===== src/rtl/cr16_pkg.sv =====
// Types and default widths shared by the register-file readback logic and the datapath.
package cr16_pkg;

   localparam int unsigned CR16_DATA_WIDTH = 16;
   localparam int unsigned CR16_SEL_WIDTH  = 4;

   typedef enum logic [2:0] {
      IDLE,
      SELECT,
      CAPTURE,
      PRESENT,
      DONE
   } readback_state_t;

endpackage


===== src/rtl/fibonacci_reference_gen.sv =====
// Fibonacci reference sequence (1, 1, 2, 3, ...) with wrap-around addition.
module fibonacci_reference_gen
   import cr16_pkg::*;
#(
   parameter int unsigned DATA_WIDTH = CR16_DATA_WIDTH
) (
   input  logic                  I_CLK,
   input  logic                  I_RESET,
   input  logic                  I_INIT,
   input  logic                  I_ADVANCE,
   output logic [DATA_WIDTH-1:0] O_EXPECTED
);

   logic [DATA_WIDTH-1:0] ref_a_q;
   logic [DATA_WIDTH-1:0] ref_b_q;

   always_ff @(posedge I_CLK) begin
      if (I_RESET) begin
         ref_a_q <= '0;
         ref_b_q <= '0;
      end else if (I_INIT) begin
         ref_a_q <= DATA_WIDTH'(1);
         ref_b_q <= DATA_WIDTH'(1);
      end else if (I_ADVANCE) begin
         ref_a_q <= ref_b_q;
         ref_b_q <= ref_a_q + ref_b_q;
      end
   end

   assign O_EXPECTED = ref_a_q;

endmodule


===== src/rtl/datapath_readback.sv =====
// Scans datapath registers FIRST_REG..LAST_REG through read port A, streams each word over
// valid/ready and flags the first word that differs from the Fibonacci reference.
module datapath_readback
   import cr16_pkg::*;
#(
   parameter int unsigned DATA_WIDTH = CR16_DATA_WIDTH,
   parameter int unsigned SEL_WIDTH  = CR16_SEL_WIDTH,
   parameter int unsigned FIRST_REG  = 0,
   parameter int unsigned LAST_REG   = 7
) (
   input  logic                  I_CLK,
   input  logic                  I_RESET,
   input  logic                  I_START,
   input  logic                  I_READY,
   input  logic [DATA_WIDTH-1:0] I_REG_DATA,
   output logic [SEL_WIDTH-1:0]  O_REG_A_SELECT,
   output logic [DATA_WIDTH-1:0] O_DATA,
   output logic [SEL_WIDTH-1:0]  O_INDEX,
   output logic                  O_VALID,
   output logic                  O_BUSY,
   output logic                  O_DONE,
   output logic                  O_MISMATCH,
   output logic [SEL_WIDTH-1:0]  O_MISMATCH_INDEX
);

   if (!(FIRST_REG <= LAST_REG && LAST_REG < (1 << SEL_WIDTH))) begin : g_bad_range
      $error("datapath_readback: need FIRST_REG <= LAST_REG < 2**SEL_WIDTH");
   end

   localparam logic [SEL_WIDTH-1:0] FIRST_SEL = SEL_WIDTH'(FIRST_REG);
   localparam logic [SEL_WIDTH-1:0] LAST_SEL  = SEL_WIDTH'(LAST_REG);

   readback_state_t       state_q, state_d;
   logic [SEL_WIDTH-1:0]  index_q, index_d;
   logic [DATA_WIDTH-1:0] data_q, data_d;
   logic [SEL_WIDTH-1:0]  out_index_q, out_index_d;
   logic                  valid_q, valid_d;
   logic                  mism_q, mism_d;
   logic [SEL_WIDTH-1:0]  mism_index_q, mism_index_d;
   logic                  ref_init;
   logic                  ref_advance;
   logic [DATA_WIDTH-1:0] expected;

   fibonacci_reference_gen #(
      .DATA_WIDTH (DATA_WIDTH)
   ) u_ref (
      .I_CLK      (I_CLK),
      .I_RESET    (I_RESET),
      .I_INIT     (ref_init),
      .I_ADVANCE  (ref_advance),
      .O_EXPECTED (expected)
   );

   always_ff @(posedge I_CLK) begin
      if (I_RESET) begin
         state_q      <= IDLE;
         index_q      <= '0;
         data_q       <= '0;
         out_index_q  <= '0;
         valid_q      <= 1'b0;
         mism_q       <= 1'b0;
         mism_index_q <= '0;
      end else begin
         state_q      <= state_d;
         index_q      <= index_d;
         data_q       <= data_d;
         out_index_q  <= out_index_d;
         valid_q      <= valid_d;
         mism_q       <= mism_d;
         mism_index_q <= mism_index_d;
      end
   end

   always_comb begin
      state_d      = state_q;
      index_d      = index_q;
      data_d       = data_q;
      out_index_d  = out_index_q;
      valid_d      = valid_q;
      mism_d       = mism_q;
      mism_index_d = mism_index_q;
      ref_init     = 1'b0;
      ref_advance  = 1'b0;
      unique case (state_q)
         IDLE: begin
            if (I_START) begin
               index_d      = FIRST_SEL;
               mism_d       = 1'b0;
               mism_index_d = '0;
               ref_init     = 1'b1;
               state_d      = SELECT;
            end
         end
         // Read mux settles for one cycle before the data is sampled.
         SELECT: state_d = CAPTURE;
         CAPTURE: begin
            data_d      = I_REG_DATA;
            out_index_d = index_q;
            valid_d     = 1'b1;
            if (I_REG_DATA != expected && !mism_q) begin
               mism_d       = 1'b1;
               mism_index_d = index_q;
            end
            state_d = PRESENT;
         end
         PRESENT: begin
            if (I_READY) begin
               valid_d = 1'b0;
               if (index_q == LAST_SEL) begin
                  state_d = DONE;
               end else begin
                  index_d     = index_q + 1'b1;
                  ref_advance = 1'b1;
                  state_d     = SELECT;
               end
            end
         end
         DONE:    state_d = IDLE;
         default: state_d = IDLE;
      endcase
   end

   // The index register doubles as the registered port-A select.
   assign O_REG_A_SELECT   = index_q;
   assign O_DATA           = data_q;
   assign O_INDEX          = out_index_q;
   assign O_VALID          = valid_q;
   assign O_BUSY           = (state_q != IDLE);
   assign O_DONE           = (state_q == DONE);
   assign O_MISMATCH       = mism_q;
   assign O_MISMATCH_INDEX = mism_index_q;

endmodule


===== config.mk =====
export PLATFORM = sky130hd
export DESIGN_NAME = datapath_readback
export DESIGN_NICKNAME = d
export VERILOG_FILES = /design/src/rtl/cr16_pkg.sv /design/src/rtl/fibonacci_reference_gen.sv /design/src/rtl/datapath_readback.sv
export SDC_FILE = /design/constraint.sdc
export NUM_CORES = 1
export LEC_CHECK = 0
export ABC_AREA = 0
export CORE_MARGIN = 2
export CORE_UTILIZATION = 45
export CTS_BUF_LIST = sky130_fd_sc_hd__clkbuf_2
export CTS_CLUSTER_SIZE = 30
export DETAILED_ROUTE_END_ITERATION = 10
export PLACE_DENSITY = 0.74
export SLEW_MARGIN = 10
export SYNTH_ARGS = -nofsm -noshare
export SYNTH_HDL_FRONTEND = slang
export SYNTH_SLANG_ARGS = --single-unit

===== constraint.sdc =====
create_clock -name I_CLK -period 2.6 [get_ports I_CLK]
set_clock_uncertainty 0.05 [all_clocks]
set_input_delay 0.52 -clock I_CLK [delete_from_list [all_inputs] [get_ports I_CLK]]
set_output_delay 0.52 -clock I_CLK [all_outputs]
set_load 0.005 [all_outputs]

==> results.md <==
* Outcome: finished, final reports clean
* Fin area at 3970 sq um
* Syn avg cell area at 8.00 sq um
* Clock-pin slew on the worst setup and hold paths at 200 ps
* Synthesized area at 3180 sq um
* Hold Buf Count CTS at 0
* WP data required at 2970 ps
* Area share of and/or/nand/nor cells after synthesis at 20.6%
* Worst Path Class, Setup: reg2reg
* # IOs at 52
* Gate Count Post-Synth at 397
* Fin worst setup slack at 117 ps
* Die width at 88.0 microns
* Die extent in y at 88.0 microns
* Fmax at 403 MHz
* Die area at 7740 sq um
* R2R cell count at 8
* WHS at 417 ps
* DR vias at 2840
* Synth Area in Compound Gates at 17.7%
* R2r endpoint: u_ref.ref_b_q[14]
* Pint at 0.00154 W
* Post-synthesis cell type count at 38
* Overall Global Routing Usage at 19.9%
* Hold Startpoint: O_DATA[7]
* Largest fanout on the critical path at 3
* Share of layout cells above drive strength 1 at 7.08%
* Footprint of the multi-input gates at 1770 sq um
* Via density at 5.18
* Antenna Nets Post-Route at 0
* Wire length per cell at 13.4 microns
* Net Switching at 0.000521 W
* Pwr dens at 519 nW/um^2
* DRC viols at 0
* Nets@finish at 484
* Cell Rows at 30
* DR pass1 iterations at 5
* Synthesized Nets at 434
* CP max stage delay at 430 ps
* Fillers at 595
* Grt total ovfl at 0
* Area share of fa/ha/maj cells after synthesis at 6.93%
* Hold Path End: O_DATA[7]
* Antenna violations before repair at 0
* Buffers and inverters on the worst path at 0
* R2R Setup Slk at 120 ps
* Place WS at -77.6 ps
* H-tree depth at 3
* GPL Wtd Cong at 0.825
* Max cap viols at 0
* Proportion of synthesized area in mux cells at 2.05%
* Slowest-stage cell, CP: fa_1
* TritonCTS buffer count at 9
* Starting Density at 46.7%
* Worst vdd ir at 216 uV
* Minimum clock period at 2480 ps
* Synthesis Warnings at 0
* Placed Instances at 531
* Final hold violations at 0
* Main combinational cell family by area after synthesis: simple AND/OR/NAND/NOR gates
* Worst Hold Depth at 2
* CTS tree: yes
* Clock power frac at 38.8%
* Root Driver: clkbuf_2
* First-pass GRT wire length at 12.0 mm
* Xor and xnor area share after synthesis at 8.27%
* Slew @ Worst Pin at 706 ps
* Leakage power at 1.54 nW
* Max transition margin at 52.8%
* Post-CTS setup buffers at 0
* Final Slew Violations at 0
* Sequential fraction of the synthesis area at 41.0%
* Setup crit end kind: flip-flop
* Core box area at 6790 sq um
* Largest net degree at the start of global routing at 39
* Area growth syn-to-layout at 25.1%
* Diodes inserted at 0
* Resized Gates After CTS at 0
* Final setup fails at 0
* Final instance count without filler cells at 548
* Switching Fraction at 25.2%
* Clock Latency Late Sink at 520 ps
* WL final at 7.36 mm
* RR Startpoint: u_ref.O_EXPECTED[0]
* Clock sinks at 65
* Number of global-route vias before repair at 2626
* DP Area at 3800 sq um
* Register area at 1300 sq um
* Starting DRT DRC Count at 184
* Worst hold path type: reg2reg
* HPWL Detailed at 5.26 mm
* Flop pwr share at 50.6%
* Clk buf depth at 2
* Input/output buffers at 51
* Flops & latches, synth at 65
* CP delay by family, top: compound AO/OA/AOI/OAI gates
* Comb power frac at 10.5%
* Fin crit share at 95.5%
* Worst Path Arrival at 2860 ps
* Cell Chain, Critical Path: ha_1, fa_1, a211oi_1, nor2_1, o211ai_1, a21oi_1, mux2i_1, a311o_1
* Worst Setup Start Kind: flip-flop
* Total power at 0.00206 W
## worst register-to-register path, stage by stage, from the launching register on
cell and delay, ps:
dfxtp_1 390, ha_1 260, fa_1 430, a211oi_1 270, nor2_1 100, o211ai_1 290, a21oi_1 150, mux2i_1 140
a311o_1 310
## synth_stat cells
cell       count  area, sq um
a31oi_1        4         25.0
nand2b_1       3         18.8
a2111oi_2      1         15.0
or3_1          3         18.8
clkbuf_1      14         52.6
o21ai_0        8         40.0
mux2i_1        2         20.0
a311oi_1       1         8.76
nor2_1        24         90.1
buf_2          4         20.0
o21a_1         1         7.51
a21oi_1       59          295
a211oi_1       6         45.0
dfxtp_1       65         1300
nand2_1      101          379
and2_1         2         12.5
a2111oi_0      1         8.76
a211o_1        2         17.5
mux2_2         4         45.0
nor4_1         4         25.0
nand3_1        4         20.0
inv_1          7         26.3
nor3b_1        1         7.51
nor4b_1        1         8.76
or2_2          1         6.26
a311o_1        1         10.0
nand4_1        5         31.3
buf_1          3         11.3
a21boi_0       1         7.51
ha_1          16          200
nand3_2        1         10.0
o211ai_1       4         30.0
fa_1           1         20.0
nor3_1         5         25.0
o31ai_1        1         7.51
xor2_1        23          201
xnor2_1        7         61.3
a21o_1         6         45.0
## metrics by stage
step | util [%] | setup TNS (ps)
after global placement | 55.9 | -44.3
after CTS | 58.3 | 0
after global routing | 58.5 | -13.3
after detailed placement | 55.9 | -290
after floorplan | - | 0
final | 58.5 | 0
## registers in the layout (all words and copies together), names as in the netlist
name / cells
O_MISMATCH: 1
O_DATA: 16
u_ref.ref_b_q: 16
state_q: 3
O_REG_A_SELECT: 4
O_VALID: 1
O_MISMATCH_INDEX: 4
O_INDEX: 4
u_ref.O_EXPECTED: 16
## routing by layer
metal  global-route usage [%]  vias up  part of all wire, %
met5                        0        -                    0
met3                     3.77        9                  4.6
met4                     8.81        0                  1.2
li1                         -     1463                    -
met2                     31.3       73                   47
met1                     26.6     1295                   47
## how the worst max path moves through the flow
stage | from | to | slack, ps | cells past startpoint
2_1_floorplan | u_ref.O_EXPECTED[0] | u_ref.ref_b_q[14] | 380 | 8
3_3_place_gp | I_REG_DATA[1] | O_MISMATCH_INDEX[1] | -10 | 8
3_5_place_dp | I_REG_DATA[1] | O_MISMATCH_INDEX[3] | -80 | 8
4_1_cts | u_ref.O_EXPECTED[0] | u_ref.ref_b_q[14] | 120 | 8
5_1_grt | u_ref.O_EXPECTED[0] | u_ref.ref_b_q[14] | -10 | 8
6_report | u_ref.O_EXPECTED[0] | u_ref.ref_b_q[14] | 120 | 8
## power groups by stage
stage	Clock, W	Sequential [W]	Combinational (W)
2_1_floorplan	0	0.00106	0.000108
3_3_place_gp	0	0.00106	0.000214
3_5_place_dp	0	0.00107	0.000218
4_1_cts	0.000809	0.00104	0.000219
5_1_grt	0.000857	0.00105	0.000241
6_report	0.000801	0.00104	0.000217
## layout make-up
| type | count | share of cell area (%) |
|---|---|---|
| multi-input cells | 304 | 44.5 |
| flip-flops and latches | 65 | 32.8 |
| repair buffers | 60 | 14.9 |
| well taps | 96 | 3.02 |
| clock inverters | 7 | 2.99 |
| clock buffers | 9 | 1.13 |
| inverters | 7 | 0.662 |
## cell families after synthesis
family          after synthesis
buf+inv                      28
xor+xnor                     30
fa+ha+maj                    17
simple gates                155
mux                           6
flops                        65
compound gates               96
## cell usage in the layout, fill, tap and decap left out, drive strengths merged, types with 6 or more instances in the layout
cell,instances
nand2,101
dfxtp,65
a21oi,59
clkdlybuf4s50,51
nor2,24
xor2,23
ha,16
clkbuf,9
buf,9
o21ai,8
inv,7
xnor2,7
a21o,6
a211oi,6
Power figures use the tool's default switching activity.
